**src/rtl/efuse_array_n.sv**
```systemverilog
// WIDTH-bit e-fuse macro model: sense into FO, serial scan chain, bit-serial blow with abort and sticky ERR.
// Define EFUSE_LOCK_EN to make fuse bit WIDTH-1 a lock that rejects further blows.
module efuse_array_n #(
  parameter int              WIDTH     = 32,
  parameter int              SENSE_CYC = 4,
  parameter int              BLOW_CYC  = 8,
  parameter logic [WIDTH-1:0] FUSE_INIT = '0
) (
  input  logic             CLK,
  input  logic             RSTN,
  input  logic             EN,
  input  logic             SEL,
  input  logic             SM,
  input  logic             SI,
  input  logic             WE,
  input  logic             SENSE,
  input  logic             VBLOW,
  output logic [WIDTH-1:0] FO,
  output logic             SO,
  output logic             SENSO,
  output logic             BUSY,
  output logic             ERR
);

  localparam int IW   = (WIDTH > 2) ? $clog2(WIDTH) : 1;
  localparam int MAXC = (SENSE_CYC > BLOW_CYC) ? SENSE_CYC : BLOW_CYC;
  localparam int CW   = $clog2(MAXC + 1);

  typedef enum logic [1:0] {S_IDLE, S_SENSE, S_BLOW} state_t;

  state_t           r_state;
  state_t           w_state_nxt;

  // Non-volatile array: initial contents only, never touched by RSTN.
  logic [WIDTH-1:0] r_fuse_q = FUSE_INIT;
  logic [WIDTH-1:0] r_fo;
  logic [WIDTH-1:0] r_sr;
  logic             r_senso;
  logic             r_err;
  logic             r_sense_q;
  logic             r_we_q;
  logic             r_sel;
  logic [IW-1:0]    r_idx;
  logic [CW-1:0]    r_cnt;

  logic w_sense_rise, w_we_rise, w_accept, w_sense_go, w_we_go;
  logic w_lock, w_blow_go, w_blow_rej, w_need, w_bit_last;
  logic w_blow_abort, w_last_idx, w_sense_done, w_blow_fire;

`ifdef EFUSE_LOCK_EN
  assign w_lock = r_fuse_q[WIDTH-1];
`else
  assign w_lock = 1'b0;
`endif

  assign w_sense_rise = SENSE & ~r_sense_q;
  assign w_we_rise    = WE & ~r_we_q;
  assign w_accept     = EN & ~SM & (r_state == S_IDLE);
  assign w_sense_go   = w_accept & w_sense_rise;
  assign w_we_go      = w_accept & w_we_rise & ~w_sense_rise;
  assign w_blow_go    = w_we_go & VBLOW & ~w_lock;
  assign w_blow_rej   = w_we_go & ~(VBLOW & ~w_lock);
  assign w_need       = r_sr[r_idx] & ~r_fuse_q[r_idx];
  assign w_bit_last   = ~w_need | (r_cnt == CW'(BLOW_CYC - 1));
  assign w_blow_abort = ~VBLOW | ~EN;
  assign w_last_idx   = (r_idx == IW'(WIDTH - 1));
  assign w_sense_done = (r_cnt == CW'(SENSE_CYC));
  // Abort wins over the final blow cycle, so an interrupted bit is never set.
  assign w_blow_fire  = (r_state == S_BLOW) & ~w_blow_abort & w_need &
                        (r_cnt == CW'(BLOW_CYC - 1));

  always_ff @(posedge CLK) begin
    if (!RSTN) r_state <= S_IDLE;
    else       r_state <= w_state_nxt;
  end

  always_comb begin
    w_state_nxt = r_state;
    case (r_state)
      S_IDLE: begin
        if (w_sense_go)     w_state_nxt = S_SENSE;
        else if (w_blow_go) w_state_nxt = S_BLOW;
      end
      S_SENSE: if (!EN || w_sense_done) w_state_nxt = S_IDLE;
      S_BLOW:  if (w_blow_abort || (w_bit_last && w_last_idx)) w_state_nxt = S_IDLE;
      default: w_state_nxt = S_IDLE;
    endcase
  end

  always_comb begin
    BUSY = (r_state != S_IDLE);
  end

  always_ff @(posedge CLK) begin
    if (!RSTN) begin
      r_fo      <= '0;
      r_sr      <= '0;
      r_senso   <= 1'b0;
      r_err     <= 1'b0;
      r_sense_q <= 1'b0;
      r_we_q    <= 1'b0;
      r_sel     <= 1'b0;
      r_idx     <= '0;
      r_cnt     <= '0;
    end else begin
      r_sense_q <= SENSE;
      r_we_q    <= WE;
      r_senso   <= 1'b0;
      case (r_state)
        S_IDLE: begin
          if (EN && SM) r_sr <= {r_sr[WIDTH-2:0], SI};
          if (w_sense_go) begin
            r_cnt <= CW'(1);
            r_sel <= SEL;
            r_err <= 1'b0;
          end else if (w_blow_go) begin
            r_idx <= '0;
            r_cnt <= '0;
            r_err <= 1'b0;
          end else if (w_blow_rej) begin
            r_err <= 1'b1;
          end
        end
        S_SENSE: begin
          if (EN) begin
            if (w_sense_done) begin
              r_fo    <= r_fuse_q;
              r_senso <= 1'b1;
              if (r_sel) r_sr <= r_fuse_q;
            end else begin
              r_cnt <= r_cnt + CW'(1);
            end
          end
        end
        S_BLOW: begin
          if (w_blow_abort) begin
            r_err <= 1'b1;
          end else if (w_bit_last) begin
            r_cnt <= '0;
            if (!w_last_idx) r_idx <= r_idx + IW'(1);
          end else begin
            r_cnt <= r_cnt + CW'(1);
          end
        end
        default: ;
      endcase
    end
  end

  always_ff @(posedge CLK) begin
    if (RSTN && w_blow_fire) r_fuse_q[r_idx] <= 1'b1;
  end

  assign FO    = r_fo;
  assign SO    = r_sr[WIDTH-1];
  assign SENSO = r_senso;
  assign ERR   = r_err;

endmodule
```
**config.mk**
```make
export PLATFORM = sky130hd
export DESIGN_NAME = efuse_array_n
export DESIGN_NICKNAME = d
export VERILOG_FILES = /design/src/rtl/efuse_array_n.sv
export SDC_FILE = /design/constraint.sdc
export NUM_CORES = 1
export LEC_CHECK = 0
export ABC_AREA = 1
export CORE_MARGIN = 5
export CORE_UTILIZATION = 39
export CTS_BUF_LIST = sky130_fd_sc_hd__clkbuf_8
export CTS_CLUSTER_DIAMETER = 100
export DETAILED_ROUTE_END_ITERATION = 10
export PLACE_DENSITY = 0.68
export SKIP_LAST_GASP = 1
export SYNTH_ARGS = -nofsm -noshare
export SYNTH_HDL_FRONTEND = slang
export SYNTH_SLANG_ARGS = --single-unit
```
**constraint.sdc**
```tcl
create_clock -name CLK -period 5.9 [get_ports CLK]
set_input_delay 1.18 -clock CLK [delete_from_list [all_inputs] [get_ports CLK]]
set_output_delay 1.18 -clock CLK [all_outputs]
set_load 0.02 [all_outputs]
```
Word level (Yosys, flattened, before mapping)
Cells that the tools add are included.

operators by class
  muxes and demuxes = 35
  add/sub/neg operators = 2
  eq/ne operators = 20
  reduce and logical (&&, ||, !) cells = 20
  bitwise operators = 25
  magnitude comparators = 2

operators with widths
  operator               number
  $mux W32               4
  $pmux W32 S2           1
  $or A32 B32 Y32        1
  $mux W5                5
  $mux W4                6
  $ne A2 B2 Y1 const B   11
  $and A1 B1 Y1          13
  $pmux W4 S3            1
  $reduce_and A3 Y1      4
  $bmux W1 S5            2
  $pmux W5 S2            1
  $reduce_and A5 Y1      2
  $not A1 Y1             9
  $eq A4 B3 Y1 const B   2
  $mux W1                8
  $mux W2                4
  $lt A5 B6 Y1 const B   1
  $pmux W2 S3            1
  $reduce_and A6 Y1      1
  $reduce_bool A2 Y1     3
  $add A5 B1 Y5 const B  1
  $demux W1 S5           1
  $eq A5 B5 Y1 const B   1
  $ge A5 B1 Y1 const B   1
  14 further kinds       20

word-level totals
  logic and storage cells = 115
  output and inout port bits = 36
  input port bits = 9
  register bits = 112

Logic depth before layout (Yosys ltp)
Gate-level depths: netlist (run 1).

  depth after elaboration = 10
  depth in mapped cells = 17
  depth with buffers taken out = 15

Worst setup path before layout (run 1)
No wires, ideal clock.

  kind = input -> register
  start point = in VBLOW
  end point = reg r_fuse_q[0], enable pin
  setup time = 0.461 ns
  path slack = 1.709 ns
  buffers on the path = 0
  data arrival time = 3.730 ns
  cell stages on the path = 4
  data required time = 5.439 ns
  path through = nand2_1 nor2_1 nand2_1 nor3_1

between the ends
  longest elaborated chain between the ends = 7

ends and longest elaborated chain
  what                           line  text
  start, declared                17    input logic VBLOW,
  $not A1 Y1                     65    assign w_blow_abort = ~VBLOW | ~EN;
  $or A1 B1 Y1                   65
  $not A1 Y1                     69    assign w_blow_fire = (r_state == S_BLOW) & ~w_blow_abort & w_need &
  $and A1 B1 Y1 (3 in series)    69
  $logic_and A1 B1 Y1            151   if (RSTN && w_blow_fire) r_fuse_q[r_idx] <= 1'b1;
  end signal, assigned by index  151
  end, declared                  35    logic [WIDTH-1:0] r_fuse_q = FUSE_INIT;

Every way passes these cells.
A chain may end at the register's enable or synchronous reset.

Final worst setup path (run 1)
  start point = reg r_state[0]
  end point = out BUSY

between the ends
  longest elaborated chain between the ends = 1

ends and longest elaborated chain
  what                    line  text
  start, declared         31    state_t r_state;
  start signal, assigned  74    else r_state <= w_state_nxt;
  $reduce_bool A2 Y1      91    BUSY = (r_state != S_IDLE);
  end, declared           21    output logic BUSY,

Every way passes these cells.

==> results of run 1 <==
==> cell usage in the layout (no fill, tap or decap), drive strengths merged <==
master         instances
nand3                 38
dfxtp                 80
a31oi                 31
inv                   96
bufinv                 1
o21a                   1
nand4                  2
clkdlybuf4s50         43
clkinv                 4
nor2                  35
clkbuf                 9
nand2                200
ha                    10
o21ai                106
xor2                   4
a21oi                 46
nor3                  13
edfxtp                32
a221oi                 1
clkinvlp               2
buf                    9
nor4                   1
==> cell families (layout without fill, tap and decap cells) <==
family                   after synthesis  after routing  share of synthesized area
AND/OR/NAND/NOR                      289            289                      0.218
AO/OA/AOI/OAI                        185            185                      0.177
buffers and inverters                137            164                      0.110
flip-flops                           112            112                      0.466
adder cells (fa/ha/maj)               10             10                     0.0227
XOR/XNOR                               4              4                    0.00637
==> routing by layer <==
| metal | part of all wire | vias up |
|---|---|---|
| met1 | 0.49 | 2151 |
| met2 | 0.43 | 127 |
| met4 | 0.020 | 0 |
| met3 | 0.056 | 22 |
| li1 | - | 2446 |
| met5 | 0 | - |
==> worst min path at each step <==
stage	end	slack [ns]	cells past startpoint
2_1_floorplan	r_sr[0]	0.44	2
3_5_place_dp	r_sr[0]	0.47	2
3_3_place_gp	r_sr[0]	0.47	2
4_1_cts	r_sr[0]	0.49	2
5_1_grt	r_sr[21]	0.52	2
6_report	r_sr[0]	0.49	2
==> layout make-up <==
class | instances | area, µm² | area share
flip-flops and latches | 112 | 2560 | 0.413
multi-input cells | 488 | 2340 | 0.378
repair buffers | 52 | 495 | 0.0799
inverters | 96 | 370 | 0.0597
well taps | 180 | 225 | 0.0363
clock buffers | 9 | 124 | 0.0200
clock inverters | 7 | 80.1 | 0.0129
==> where the power goes <==
group          switching, µW  leakage [µW]  internal, µW
clock network            277     0.0000964           201
registers               83.3      0.000939           897
logic                    607       0.00144           301
total                    968       0.00248          1400
==> metrics by stage <==
step	hold slack [ns]	total power, µW
after floorplan	0.444	1700
after global placement	0.471	1890
after detailed placement	0.472	1900
after CTS	0.489	2380
after global routing	0.518	2550
final	0.487	2370
==> registers in the layout, indices dropped and copies added, names as in the netlist <==
name and cells:
FO 32, r_fuse_q 32, r_sr 32, r_idx 5
r_cnt 4, r_state 2, ERR 1, SENSO 1
r_sel 1, r_sense_q 1, r_we_q 1
==> cell usage after synthesis (all sizes together) <==
library cell,count
nor2,35
a31oi,31
edfxtp,32
nand3,38
dfxtp,80
nor4,1
clkinv,2
clkbuf,26
buf,15
xor2,4
a21oi,46
nor3,13
ha,10
inv,94
a221oi,1
o21a,1
o21ai,106
nand2,200
nand4,2
==> critical path, stage by stage, from the launching register on <==
cell             delay (ns)
dfxtp_1                0.37
inv_1                  0.07
ha_1                   0.30
inv_1                  0.08
clkdlybuf4s50_1        0.60
==> run_results.csv, run 1 <==
group,metric,value,unit
layout,layout-drive-gt1-share,0.0576,
timing,drv_slew,0,
timing,fin_ws,2.92,ns
worst_setup_path,worst_setup_path_start_kind,"flop",
global_route,busiest_layer,"met2",
worst_setup_path,setup.worst_path.class,"reg -> out",
layout,final_cell_area,6200,µm²
power_and_ir_drop,power.density,382,nW/µm²
cts,cts_buffers,9,
timing,fmax,336,MHz
floorplanning,io_pins,45,
floorplanning,start_util,0.396,
timing,worst_slew_pin_slew,1.16,ns
cts,clock-sinks,112,
layout,fin_nets,778,
timing,hold_violations,0,
timing,rsz0062_at_grt,"no",
placed_design,dpl_cell_area,6000,µm²
placed_design,dp.cells,928,
logic_synthesis,synth_nets,756,
global_route,met2_usage,0.248,
logic_synthesis,yosys_warnings,0,
logic_synthesis,yosysSeqAreaShare,0.466,
detailed_routing,final_antenna_net_count,0,
placed_design,portBuffers,44,
layout,fin_util,0.447,
global_route,grt-ovfl-total,0,
global_route,track_usage,0.164,
detailed_routing,avgRoutedWirePerCell,13.7,µm
cts,cts_resized,0,
global_route,grt_max_degree,80,
logic_synthesis,netlist_area,5500,µm²
placed_design,hpwl,8230,µm
detailed_routing,firstDrtPassIters,5,
worst_setup_path,rrSetupSlack,3.29,ns
timing,period_needed,2.98,ns
global_route,grt_first_pass_wirelength,22000,µm
global_route,grt_use_met3,0.0303,
worst_setup_path,endpoint_kind,"output port",
cts,clkTransAtPathRegs,0.10,ns
global_route,antenna_found_initial,0,
layout,fillCellCount,1436,
worst_setup_path,arrival,1.80,ns
layout,antenna_cells,0,
floorplanning,fp.dieArea,16600,µm²
logic_synthesis,avgSynthCellArea,7.46,µm²
detailed_routing,drc,0,
timing,worst_clock_skew,0.0132,ns
worst_setup_path,reg2reg_from,"r_idx[1]",
power_and_ir_drop,ir_worst_vdd,0.000150,V
hold_path,worstHoldStart,"r_sr[0]",
detailed_routing,vias_per_cell,5.03,
worst_setup_path,crit_end,"BUSY",
cts,cts_setup_buffers,0,
detailed_routing,num_vias,4746,
power_and_ir_drop,p_leak,0.00248,µW
cts,cts_tree,"done",
worst_setup_path,crit_path_start,"r_state[0]",
layout,final_cell_count_no_fill,944,
detailed_routing,wl,13000,µm
layout,area_delta_synth_final,12.8,%
floorplanning,fp.coreArea,13900,µm²
floorplanning,num_rows,43,
cts,insertion_delay,0.38,ns
placed_design,dp_slack,2.65,ns
flow_run,drv_cap,0,
logic_synthesis,yosysTopAreaCell,"dfxtp_1",
timing,tns,0,ns
cts,htree_levels,3,
global_route,grt_pass1_vias,4426,
outcome,outcome,"complete, no violations",
floorplanning,fp.dieH,129,µm
worst_setup_path,required,4.72,ns
worst_setup_path,reg2regPathDepth,12,
timing,slew_headroom,0.227,
worst_setup_path,r2r_end,"r_fuse_q[20]",
timing,setup_viol,0,
cts,cts_root_buf,"clkbuf_8",
detailed_routing,first_iter_violations,381,
hold_path,hold_class,"reg -> reg",
worst_setup_path,cp_max_fo,8,
timing,finalCritPeriodShare,0.505,
floorplanning,die_w,129,µm
logic_synthesis,synth_top_area_share,0.291,
logic_synthesis,ys_seq_elements,112,
logic_synthesis,syn-instance-count,737,
cts,postCtsHoldBufs,0,
logic_synthesis,synth_area_leaders,"dfxtp_1 29%, edfxtp_1 17%, nand2_1 13%",
cts,clockBufferDepth,2,
logic_synthesis,yosysUniqueCellTypes,32,
placed_design,place_congestion,0.815,
global_route,met1_usage,0.237,
No activity file was read; power rests on OpenSTA's default activity.
==> inputs of run 2 (changes only) <==
--- a/config.mk
+++ b/config.mk
@@ -11,7 +11,7 @@
 export CTS_BUF_LIST = sky130_fd_sc_hd__clkbuf_8
 export CTS_CLUSTER_DIAMETER = 100
 export DETAILED_ROUTE_END_ITERATION = 10
-export PLACE_DENSITY = 0.68
+export PLACE_DENSITY = 0.7
 export SKIP_LAST_GASP = 1
 export SYNTH_ARGS = -nofsm -noshare
 export SYNTH_HDL_FRONTEND = slang
==> constraint.sdc (replaced) <==
create_clock -name CLK -period 2.5 [get_ports CLK]
set_input_delay 0.5 -clock CLK [delete_from_list [all_inputs] [get_ports CLK]]
set_output_delay 0.5 -clock CLK [all_outputs]
set_load 0.02 [all_outputs]
==> run_results.csv, run 2 (synthesis gave the netlist of run 1 again) <==
group,metric,value,unit
global_route,grt_pass1_vias,4479,
floorplanning,fp.dieArea,16600,µm²
floorplanning,fp.coreArea,13900,µm²
detailed_routing,first_iter_violations,360,
power_and_ir_drop,p_sw,2280,µW
cts,clockBufferDepth,2,
placed_design,hpwl,8860,µm
detailed_routing,vias_per_cell,5.02,
detailed_routing,wl_met3,617,µm
cts,clock-sinks,112,
placed_design,portBuffers,44,
detailed_routing,drc,0,
worst_setup_path,setup.worst_path.class,"reg -> out",
timing,rsz0062_at_grt,"no",
detailed_routing,final_antenna_net_count,0,
floorplanning,io_pins,45,
timing,setup_viol,0,
worst_setup_path,arrival,1.78,ns
power_and_ir_drop,ir_worst_vdd,0.000360,V
timing,fmax,438,MHz
worst_setup_path,endpoint_kind,"output port",
layout,final_cell_mix,"195 x nand2_1, 105 x o21ai_0, 89 x inv_1, 80 x dfxtp_1, 46 x a21oi_1",
floorplanning,die_w,129,µm
global_route,grt_max_degree,65,
layout,antenna_cells,0,
flow_run,drv_cap,0,
layout,fin_nets,785,
power_and_ir_drop,p_seq_frac,0.408,
cts,cts_tree,"done",
global_route,track_usage,0.165,
placed_design,place_congestion,0.902,
timing,hold_violations,0,
detailed_routing,firstDrtPassIters,4,
detailed_routing,avgRoutedWirePerCell,14.0,µm
detailed_routing,wl,13300,µm
global_route,grt-ovfl-total,0,
cts,cts_resized,0,
cts,cts_buffers,9,
power_and_ir_drop,power_frac_comb,0.395,
cts,postCtsHoldBufs,0,
cts,htree_levels,3,
layout,final_common_cell,"nand2_1",
timing,worst_clock_skew,0.0197,ns
worst_setup_path,worst_setup_path_start_kind,"flop",
detailed_routing,highest_layer,"met4",
floorplanning,num_rows,43,
timing,slew_headroom,0.693,
placed_design,dp.cells,935,
global_route,grt_first_pass_wirelength,22200,µm
timing,finalCritPeriodShare,0.914,
power_and_ir_drop,clock_power_share,0.196,
timing,worst_slew_pin_slew,0.456,ns
global_route,antenna_found_initial,0,
timing,period_needed,2.28,ns
power_and_ir_drop,intPower,3370,µW
floorplanning,start_util,0.396,
worst_setup_path,required,2.00,ns
timing,drv_slew,0,
detailed_routing,num_vias,4773,
layout,area_delta_synth_final,14.6,%
layout,fillCellCount,1385,
outcome,outcome,"complete, no violations",
hold_path,hold_class,"reg -> reg",
power_and_ir_drop,p_leak,0.00255,µW
power_and_ir_drop,swShare,0.404,
power_and_ir_drop,power.density,897,nW/µm²
cts,insertion_delay,0.38,ns
cts,clkTransAtPathRegs,0.11,ns
timing,tns,0,ns
detailed_routing,wirelength_met1,6280,µm
layout,final_cell_count_no_fill,951,
cts,cts_setup_buffers,0,
layout,layout-drive-gt1-share,0.0636,
detailed_routing,wl_met2,6110,µm
floorplanning,fp.dieH,129,µm
worst_setup_path,cp_max_fo,8,
cts,cts_root_buf,"clkbuf_8",
run 2: changes by cell type in the layout (fill, tap and decap cells not counted), moves of 2 or more:
cell      delta
buf_12       +4
clkinv_4     -2
inv_1        +2
buf_4        +3
run 2: path summary, 6_finish.rpt:
kind	from	to	slack [ns]	cells after the start
worst max-delay path	r_state[0]	BUSY	0.22	4
worst min-delay path	r_sr[0]	r_sr[0]	0.49	2
worst max register to register	r_idx[0]	r_fuse_q[5]	0.30	13
worst min register to register	r_sr[0]	r_sr[0]	0.49	2
run 2: cell type report:
type	count	area, µm²	share of cell area
Clock inverter	6	58.8	0.00933
Timing Repair Buffer	59	598	0.0949
Inverter	96	370	0.0588
Tap cell	180	225	0.0357
Multi-Input combinational cell	488	2350	0.373
Sequential cell	112	2560	0.407
Clock buffer	10	138	0.0218
run 2: routing by layer:
metal	global-route usage	up-vias
met2	0.263	110
met4	0.0550	0
met3	0.0278	19
met5	0	-
li1	-	2462
met1	0.229	2182
run 2: power groups by stage:
stage / Combinational [µW] / Sequential (µW) / Clock [µW]
final: 2240 / 2310 / 1110
after global routing: 2540 / 2350 / 1210
after floorplan: 1690 / 2330 / 0
after detailed placement: 2230 / 2340 / 0
after CTS: 2240 / 2310 / 1120
after global placement: 2200 / 2350 / 0
run 2: worst max-delay path, cell delays in order, from the launching register on:
cell and delay, ns:
dfxtp_1 0.37, inv_1 0.07, ha_1 0.29, inv_1 0.08, clkdlybuf4s50_1 0.60
run 2: stage by stage:
step / hold WS (ns) / total power, µW / cell area [µm²] / utilization / worst slack [ns]
after floorplan: 0.444 / 4020 / 5510 / - / 0.0767
after global placement: 0.465 / 4550 / 6110 / 0.440 / 0.144
after detailed placement: 0.477 / 4570 / 6110 / 0.440 / 0.0805
after CTS: 0.491 / 5670 / 6300 / 0.454 / 0.196
after global routing: 0.518 / 6100 / 6300 / 0.454 / 0.0646
final: 0.491 / 5650 / 6300 / 0.454 / 0.215
==> inputs of run 3 (changes only) <==
--- a/config.mk
+++ b/config.mk
@@ -6,6 +6,7 @@
 export NUM_CORES = 1
 export LEC_CHECK = 0
 export ABC_AREA = 1
+export CAP_MARGIN = 15
 export CORE_MARGIN = 5
 export CORE_UTILIZATION = 39
 export CTS_BUF_LIST = sky130_fd_sc_hd__clkbuf_8
==> constraint.sdc (replaced) <==
create_clock -name CLK -period 1.9 [get_ports CLK]
set_input_delay 0.38 -clock CLK [delete_from_list [all_inputs] [get_ports CLK]]
set_output_delay 0.38 -clock CLK [all_outputs]
set_load 0.02 [all_outputs]
==> run_results.csv, run 3 (synthesis gave the netlist of run 1 again) <==
group,metric,value,unit
floorplanning,io_pins,45,
global_route,busiest_layer,"met2",
floorplanning,num_rows,43,
global_route,grt_max_degree,48,
timing,worst_clock_skew,0.0129,ns
detailed_routing,num_vias,4924,
detailed_routing,wl,13600,µm
outcome,violations,"negative setup slack",
cts,clkTransAtPathRegs,0.11,ns
global_route,grt-ovfl-total,0,
global_route,grt_first_pass_wirelength,23100,µm
timing,finalCritPeriodShare,1.05,
timing,setup_viol,34,
timing,tns,-2.69,ns
layout,final_common_cell,"nand2_1",
cts,cts_buffers,9,
floorplanning,fp.coreArea,13900,µm²
detailed_routing,final_antenna_net_count,0,
cts,cts_tree,"done",
hold_path,hold_class,"reg -> reg",
worst_setup_path,required,1.99,ns
layout,fin_nets,833,
placed_design,hpwl,9300,µm
worst_setup_path,setup.worst_path.class,"reg -> reg",
worst_setup_path,endpoint_kind,"flop",
power_and_ir_drop,power.density,1160,nW/µm²
global_route,met1_usage,0.231,
timing,hold_violations,0,
detailed_routing,firstDrtPassIters,5,
detailed_routing,drc,0,
layout,area_delta_synth_final,21.4,%
worst_setup_path,arrival,2.09,ns
timing,fmax,502,MHz
cts,postCtsHoldBufs,0,
global_route,met2_usage,0.284,
detailed_routing,avgRoutedWirePerCell,13.6,µm
layout,final_cell_mix,"193 x nand2_1, 105 x o21ai_0, 87 x inv_1, 78 x dfxtp_1, 59 x buf_4",
floorplanning,fp.dieArea,16600,µm²
detailed_routing,vias_per_cell,4.93,
worst_setup_path,cp_max_fo,32,
flow_run,drv_cap,0,
placed_design,place_congestion,0.885,
cts,cts_root_buf,"clkbuf_8",
cts,htree_levels,3,
floorplanning,fp.dieH,129,µm
timing,fin_ws,-0.0928,ns
placed_design,portBuffers,44,
layout,antenna_cells,0,
floorplanning,start_util,0.396,
layout,fin_util,0.481,
detailed_routing,first_iter_violations,324,
timing,period_needed,1.99,ns
cts,clockBufferDepth,2,
power_and_ir_drop,ir_worst_vdd,0.000488,V
timing,slew_headroom,0.711,
global_route,antenna_found_initial,0,
layout,fillCellCount,1412,
timing,worst_slew_pin_slew,0.432,ns
timing,rsz0062_at_grt,"yes",
worst_setup_path,worst_setup_path_start_kind,"flop",
cts,insertion_delay,0.39,ns
global_route,track_usage,0.173,
global_route,grt_use_met3,0.0361,
layout,layout-drive-gt1-share,0.128,
global_route,grt_pass1_vias,4788,
power_and_ir_drop,p_leak,0.00278,µW
timing,drv_slew,0,
power_and_ir_drop,total_power,7770,µW
outcome,outcome,"complete, but fails checks",
floorplanning,die_w,129,µm
cts,clock-sinks,112,
## run 3: cell type report
type	instances	area, µm²	share of cell area
clock inverters	5	40.0	0.00600
multi-input cells	488	2360	0.354
well taps	180	225	0.0337
repair buffers	107	957	0.143
flip-flops and latches	112	2570	0.385
clock buffers	11	151	0.0227
inverters	96	370	0.0555
## run 3: final timing paths
check	slack [ns]	from	end	cells after the start
worst max-delay path	-0.09	r_idx[0]	r_fuse_q[27]	12
worst min-delay path	0.48	r_sr[0]	r_sr[0]	2
worst max register to register	-0.09	r_idx[0]	r_fuse_q[27]	12
worst min register to register	0.48	r_sr[0]	r_sr[0]	2
## run 3: critical path, stage by stage (launching register included)
cell,delay (ns)
dfxtp_4,0.47
buf_12,0.16
nand2_1,0.05
nand3_1,0.08
nand2_1,0.09
nand2_1,0.09
nand2_1,0.07
inv_2,0.05
nand2_2,0.05
nor2_4,0.10
nand2_2,0.07
nor3_4,0.14
buf_12,0.24
## run 3: routing by layer
metal | share of wire | wire length [µm] | vias to the layer above
li1 | - | - | 2552
met1 | 0.49 | 6620 | 2256
met2 | 0.46 | 6280 | 98
met3 | 0.037 | 498 | 18
met4 | 0.013 | 175 | 0
met5 | 0 | 0 | -
## run 3: repair_timing
action,in CTS,in global routing
gates resized for setup,4,0
pin swaps,0,0
buffers inserted,1,0
endpoints found under the setup margin,44,75
## run 3: through the flow
step	cell area, µm²	cells	worst slack (ns)	hold slack, ns
2_1_floorplan	5520	737	-0.476	0.444
3_3_place_gp	6470	982	-0.180	0.457
3_5_place_dp	6470	982	-0.239	0.461
4_1_cts	6680	999	-0.0888	0.477
5_1_grt	6680	999	-0.239	0.515
6_report	6680	999	-0.0928	0.478
## run 3: power by group
part | internal [µW] | switching [µW] | total [µW]
registers | 2790 | 285 | 3080
logic | 1300 | 1990 | 3280
clock network | 558 | 846 | 1400
total | 4650 | 3120 | 7770
